`config.mk`:
```
export PLATFORM = sky130hd
export DESIGN_NAME = io_bus_arbiter
export DESIGN_NICKNAME = d
export VERILOG_FILES = /design/src/rtl/io_bus_arbiter.sv
export SDC_FILE = /design/constraint.sdc
export NUM_CORES = 1
export LEC_CHECK = 0
export ABC_AREA = 1
export BUFFER_PORTS_ARGS = -buffer_cell sky130_fd_sc_hd__buf_2
export CORE_AREA = 2 2 106 108
export DETAILED_ROUTE_END_ITERATION = 6
export DIE_AREA = 0 0 108 110
export SYNTH_ARGS = -nofsm -noshare
export SYNTH_HDL_FRONTEND = slang
export SYNTH_SLANG_ARGS = --single-unit
```
`constraint.sdc`:
```
create_clock -name clk_i -period 1.3 [get_ports clk_i]
set_input_delay 0.13 -clock clk_i [delete_from_list [all_inputs] [get_ports clk_i]]
set_output_delay 0.13 -clock clk_i [all_outputs]
set_load 0.02 [all_outputs]
```
`src/rtl/io_bus_arbiter.sv`:
```
// Two-master Wishbone arbiter for the I/O controller slave port.
// Master 0 is the CPU, master 1 the DMA/debug master. Round-robin under
// contention; an owner keeps the bus while its cyc stays high (locked cycles).
// Optional watchdog build: define IO_BUS_ARBITER_WATCHDOG_EN to abort strobes
// that are never acknowledged within TIMEOUT cycles.
module io_bus_arbiter #(
  parameter int unsigned TIMEOUT  = 1024,
  parameter bit          M0_FIRST = 1'b1
) (
  input  logic        clk_i,
  input  logic        rst_i,
  // Master 0 (CPU)
  input  logic        m0_cyc_i,
  input  logic        m0_stb_i,
  input  logic        m0_we_i,
  input  logic [16:0] m0_adr_i,
  input  logic [31:0] m0_dat_i,
  input  logic [3:0]  m0_sel_i,
  output logic [31:0] m0_dat_o,
  output logic        m0_ack_o,
  output logic        m0_err_o,
  // Master 1 (DMA/debug)
  input  logic        m1_cyc_i,
  input  logic        m1_stb_i,
  input  logic        m1_we_i,
  input  logic [16:0] m1_adr_i,
  input  logic [31:0] m1_dat_i,
  input  logic [3:0]  m1_sel_i,
  output logic [31:0] m1_dat_o,
  output logic        m1_ack_o,
  output logic        m1_err_o,
  // Slave
  output logic        s_cyc_o,
  output logic        s_stb_o,
  output logic        s_we_o,
  output logic [16:0] s_adr_o,
  output logic [31:0] s_dat_o,
  output logic [3:0]  s_sel_o,
  input  logic [31:0] s_dat_i,
  input  logic        s_ack_i,
  // One-hot owner, 00 = idle
  output logic [1:0]  grant
);

  // Reject out-of-range watchdog limits at elaboration.
  if (TIMEOUT < 2 || TIMEOUT > 65535) begin : gen_bad_timeout
    $error("io_bus_arbiter: TIMEOUT must be in 2..65535");
  end

  typedef enum logic [1:0] {
    StIdle = 2'd0,
    StOwn0 = 2'd1,
    StOwn1 = 2'd2
  } state_e;

  state_e state_q, state_d;
  // 1 = master 1 owned the bus last, so master 0 wins the next contention.
  logic   last_q, last_d;
  logic   own0, own1;
  logic   sel_cyc, sel_stb;
  logic   timeout_hit;

`ifdef IO_BUS_ARBITER_WATCHDOG_EN
  localparam logic [15:0] WdLast = 16'(TIMEOUT - 1);
  logic [15:0] wd_q, wd_d;
`endif

  assign own0 = (state_q == StOwn0);
  assign own1 = (state_q == StOwn1);

  // Owner's cyc/stb as seen before any watchdog abort masking.
  assign sel_cyc = (own0 & m0_cyc_i) | (own1 & m1_cyc_i);
  assign sel_stb = (own0 & m0_stb_i) | (own1 & m1_stb_i);

`ifdef IO_BUS_ARBITER_WATCHDOG_EN
  assign timeout_hit = sel_stb & ~s_ack_i & (wd_q == WdLast);
`else
  assign timeout_hit = 1'b0;
`endif

  // Slave-side mux and master-side responses; zero-latency pass-through.
  always_comb begin
    s_cyc_o  = sel_cyc & ~timeout_hit;
    s_stb_o  = sel_stb & ~timeout_hit;
    s_we_o   = 1'b0;
    s_adr_o  = '0;
    s_dat_o  = '0;
    s_sel_o  = '0;
    if (own0) begin
      s_we_o  = m0_we_i;
      s_adr_o = m0_adr_i;
      s_dat_o = m0_dat_i;
      s_sel_o = m0_sel_i;
    end else if (own1) begin
      s_we_o  = m1_we_i;
      s_adr_o = m1_adr_i;
      s_dat_o = m1_dat_i;
      s_sel_o = m1_sel_i;
    end
    // An ack arriving after the owner dropped cyc belongs to an aborted cycle.
    m0_ack_o = own0 & m0_cyc_i & s_ack_i;
    m1_ack_o = own1 & m1_cyc_i & s_ack_i;
    m0_err_o = own0 & timeout_hit;
    m1_err_o = own1 & timeout_hit;
    m0_dat_o = s_dat_i;
    m1_dat_o = s_dat_i;
    grant    = {own1, own0};
  end

  // Ownership decision and watchdog next-state.
  always_comb begin
    state_d = state_q;
    last_d  = last_q;
    unique case (state_q)
      StIdle: begin
        if (m0_cyc_i && m1_cyc_i) begin
          state_d = last_q ? StOwn0 : StOwn1;
        end else if (m0_cyc_i) begin
          state_d = StOwn0;
        end else if (m1_cyc_i) begin
          state_d = StOwn1;
        end
      end
      StOwn0: begin
        if (!m0_cyc_i || timeout_hit) begin
          state_d = StIdle;
          last_d  = 1'b0;
        end
      end
      StOwn1: begin
        if (!m1_cyc_i || timeout_hit) begin
          state_d = StIdle;
          last_d  = 1'b1;
        end
      end
      default: state_d = StIdle;
    endcase
`ifdef IO_BUS_ARBITER_WATCHDOG_EN
    // Held at zero in idle so every ownership starts from a clean count.
    wd_d = wd_q;
    if (state_q == StIdle || s_ack_i) begin
      wd_d = '0;
    end else if (sel_stb) begin
      wd_d = wd_q + 16'd1;
    end
`endif
  end

  // State registers; reset drops ownership, and with it the slave strobes, at once.
  always_ff @(posedge clk_i or posedge rst_i) begin
    if (rst_i) begin
      state_q <= StIdle;
      last_q  <= M0_FIRST;
`ifdef IO_BUS_ARBITER_WATCHDOG_EN
      wd_q    <= '0;
`endif
    end else begin
      state_q <= state_d;
      last_q  <= last_d;
`ifdef IO_BUS_ARBITER_WATCHDOG_EN
      wd_q    <= wd_d;
`endif
    end
  end

endmodule

```
* Yosys cells after proc, flatten, opt, wreduce, memory -nomap -nowiden
Index checks and enable logic that the tools add are counted.
** Word-level totals
- Word-level logic and storage cells :: 38
- Output and inout bits :: 126
- Flip-flop bits (word level) :: 3
- Input port bits :: 147
** Operators by class
- Multiplexer cells :: 18
- Reductions and logical operators :: 5
- Bitwise operators :: 8
- Equality and inequality tests :: 5
** Operators by type and width (count)
- 32-bit 2-to-1 mux :: 2
- 17-bit 2-to-1 mux :: 2
- 2-bit 2-to-1 mux :: 6
- 4-bit 2-to-1 mux :: 2
- 1-bit bitwise AND :: 6
- 2-bit case mux with 3 select lines :: 1
- 3-bit AND reduction :: 2
- 1-bit 2-to-1 mux :: 4
- 2-bit != test, second input constant :: 2
- 4-bit != test, second input constant :: 1
- 2-bit by 1-bit == test with 1-bit output, second input constant :: 1
- 2-bit == test, second input constant :: 1
- 2-bit zero test :: 1
- 1-bit OR :: 2
- 1-bit case mux with 2 select lines :: 1
- 2-bit nonzero test :: 1
- 1-bit logical AND :: 1

* Logic depth before layout (Yosys ltp)
- Word-level depth :: 4
- Gate-level depth with buffers :: 7
- Mapped depth without buffers :: 5

* Worst setup path before layout
Ideal clock, no wire load.
- Path kind :: register to output
- Start :: reg state_q[1]
- End :: out s_adr_o[10]
- Data arrival time :: 1.006 ns
- Cell stages (with the launch flop) :: 8
- Path buffers :: 2
- Required time :: 1.170 ns
- Slack :: 0.164 ns
- Cell sequence :: dfrtp_1 -> inv_2 -> nand2_1 -> inv_2 -> buf_6 -> buf_6 -> nand2_1 -> nand2_1
** Between the ends
- Longest elaborated chain between the ends :: 3
- Elaborated cells between the ends (all ways) :: 4
- Those cells by class :: eq/ne (2); mux (2)
** Ends and longest elaborated chain
- start: declaration :: RTL line 56 : state_e state_q, state_d;
- start signal: assignment :: RTL line 152 : state_q <= StIdle;
- start signal: assignment :: RTL line 158 : state_q <= state_d;
- 2-bit == test :: RTL line 69 : assign own1 = (state_q == StOwn1);
- 17-bit 2-to-1 mux :: RTL line 94 : end else if (own1) begin
- 17-bit 2-to-1 mux (*) :: RTL line 89 : if (own0) begin
- end: declaration :: RTL line 36 : output logic [16:0] s_adr_o,
Mark *: on every way between the ends. The rest lies on a longest branch, timed or not.

* Final worst setup path
- Start :: reg state_q[1]
- End :: out s_adr_o[2]
The elaborated chain is that of the path after synthesis.

==> results.json <==
{
  "outcome": "finished, violations left",
  "violations": "negative setup slack",
  "first_pass_iters": 4,
  "ys_seq_area_share_pct": 5.28,
  "crit_path_end_kind": "output port",
  "p_leak_nw": 1.66,
  "wirelength_um": 6980,
  "totalPowerFinal_mw": 6.58,
  "final_common_cell": "buf_2",
  "coreArea_um2": 10700,
  "post-route-util_pct": 26.6,
  "numCtsBuffers": 3,
  "skew_ps": 0.258,
  "cts_max_level": 1,
  "grt_pass1_wl_um": 7300,
  "reg2reg_depth": 4,
  "hp-class": "primary input to flip-flop",
  "ios": 273,
  "globalplace.congestion": 0.752,
  "antenna_found_initial": 0,
  "fillers": 1167,
  "syn_to_final_growth_pct": 96.6,
  "clock_sinks": 3,
  "root_buffer": "clkbuf_8",
  "cp-start-kind": "flip-flop",
  "routedWlPerCell_um": 13.2,
  "cap_violations": 0,
  "seq_area_um2": 77.6,
  "rr_startpoint": "state_q[1]$_DFFE_PP0P_",
  "clockBufferDepth": 2,
  "irDropWorstVdd_v": 0.000947,
  "num_rows": 38,
  "antenna_cells": 0,
  "hold_depth": 2,
  "grt_pass1_vias": 1773,
  "worst-path-max-fanout": 8,
  "synth_cell_types": 13,
  "multi_input_area_um2": 960,
  "worstSetupPathType": "flip-flop to output port",
  "postRouteAntennaNets": 0,
  "setup_violations": 58,
  "grt_usage_pct": 7.64,
  "fmax_mhz": 674,
  "port_buffers": 174,
  "dp_hpwl_um": 4170,
  "drive_gt1_share_pct": 70.0,
  "drtIter0Drc": 42,
  "fp.dieW_um": 108,
  "start_util_pct": 13.5,
  "drc_errors": 0,
  "grt_overflow": 0,
  "die-height_um": 110,
  "syn_inst": 276,
  "cts_tree": "built",
  "synth_warnings": 0,
  "hold_ws_ps": 143,
  "synth_area_um2": 1450,
  "min_period_over_period_pct": 114,
  "clk_pin_slew_ps": 30,
  "postSynthAreaPerCell_um2": 5.24,
  "layout_common_cells": "buf_2 (116), nand2_1 (97), nand2_2 (64), buf_6 (58), nand2_4 (12)",
  "place_ws_ps": 38.3,
  "hold_viol": 0,
  "rrSetupSlack_ps": 320,
  "grt_max_degree": 31,
  "maxSlewViolCount": 0,
  "dieArea_um2": 11900,
  "ys_ff_latch": 3,
  "viasPerCell": 3.82,
  "layout_setup_ws_ps": -183,
  "clk_latency_ps": 210,
  "fin_nets": 538,
  "period_needed_ps": 1480,
  "worstPathArrival_ps": 1350,
  "worstSetupEndpoint": "s_adr_o[2]",
  "r2r_end": "state_q[1]$_DFFE_PP0P_",
  "power_density_nw_per_um2": 2310,
  "rsz0062_at_grt": "yes",
  "critPathLaunch": "state_q[1]$_DFFE_PP0P_",
  "post_cts_buffers": 0,
  "required_ps": 1170,
  "vias": 2024
}
-- routing by layer --
metal	part of all wire (%)	vias up	global-route usage (%)
li1	-	976	-
met1	37	882	7.13
met2	52	144	15.4
met3	9.8	22	2.35
met4	1.6	0	2.93
met5	0	-	0
-- report_power, final --
group / internal, mW / total, mW / switching (mW)
clock network: 0.209 / 0.267 / 0.0584
registers: 0.155 / 0.211 / 0.0562
logic: 2.88 / 6.10 / 3.22
-- cell usage after synthesis --
cell        n  area [um2]
buf_6      10         113
buf_2       2        10.0
inv_1       4        15.0
buf_4      68         510
o21bai_1    1        7.51
o21ai_0     2        10.0
nand3_1     4        20.0
dfrtp_1     2        50.1
conb_1      1        3.75
dfstp_2     1        26.3
inv_2       4        15.0
nand2_1   173         649
nor2_1      4        15.0
-- sequential cells by signal, summed over array words and instances, names as in the netlist --
signal,count
state_q,2
last_q,1
-- stage by stage --
| step | std cells | TNS [ps] | cell area (um2) |
|---|---|---|---|
| after floorplan | 277 | 0 | 1450 |
| after global placement | 515 | 0 | 1940 |
| after detailed placement | 515 | 0 | 1940 |
| after CTS | 520 | -7850 | 2350 |
| after global routing | 530 | -11980 | 2840 |
| final | 530 | -8950 | 2840 |
-- area by class of cell --
type                       instances  share of cell area (%)
inverter                           8                    1.94
clock buffer                       4                    1.59
multi-input combinational        186                    33.8
sequential                         3                    2.73
timing repair buffer             189                    53.8
tap                              140                    6.16
-- worst min path at each step --
stage | endpoint | startpoint | slack, ps
after floorplan | state_q[0]$_DFFE_PP0P_ | rst_i | -120
after global placement | state_q[1]$_DFFE_PP0P_ | rst_i | -1
after detailed placement | state_q[1]$_DFFE_PP0P_ | rst_i | -3
after CTS | last_q$_DFFE_PP1P_ | m1_cyc_i | 140
after global routing | last_q$_DFFE_PP1P_ | m1_cyc_i | 150
final | last_q$_DFFE_PP1P_ | m1_cyc_i | 140
-- critical path: stages, from the launching register on --
cell and delay [ps]:
dfrtp_1 420, inv_2 80, nand2_4 110, clkinv_8 100, clkbuf_16 180, nand2_2 60, nand2_1 60, buf_6 130
-- timing repair --
item	in CTS	in global routing
gates cloned	0	10
resized for setup	113	100
pin swaps	0	27
setup endpoints to repair	57	59
endpoints found under the hold margin	3	0
hold buffers	1	0
-- logic make-up after synthesis --
logic type             Yosys count  share of synthesized area [%]
DFF                              3                           5.28
and+or+nand+nor                181                           47.4
AOI/OAI and AO/OA                3                           1.21
buffers and inverters           88                           45.9
other                            1                          0.259
No activity file was read; power rests on OpenSTA's default activity.
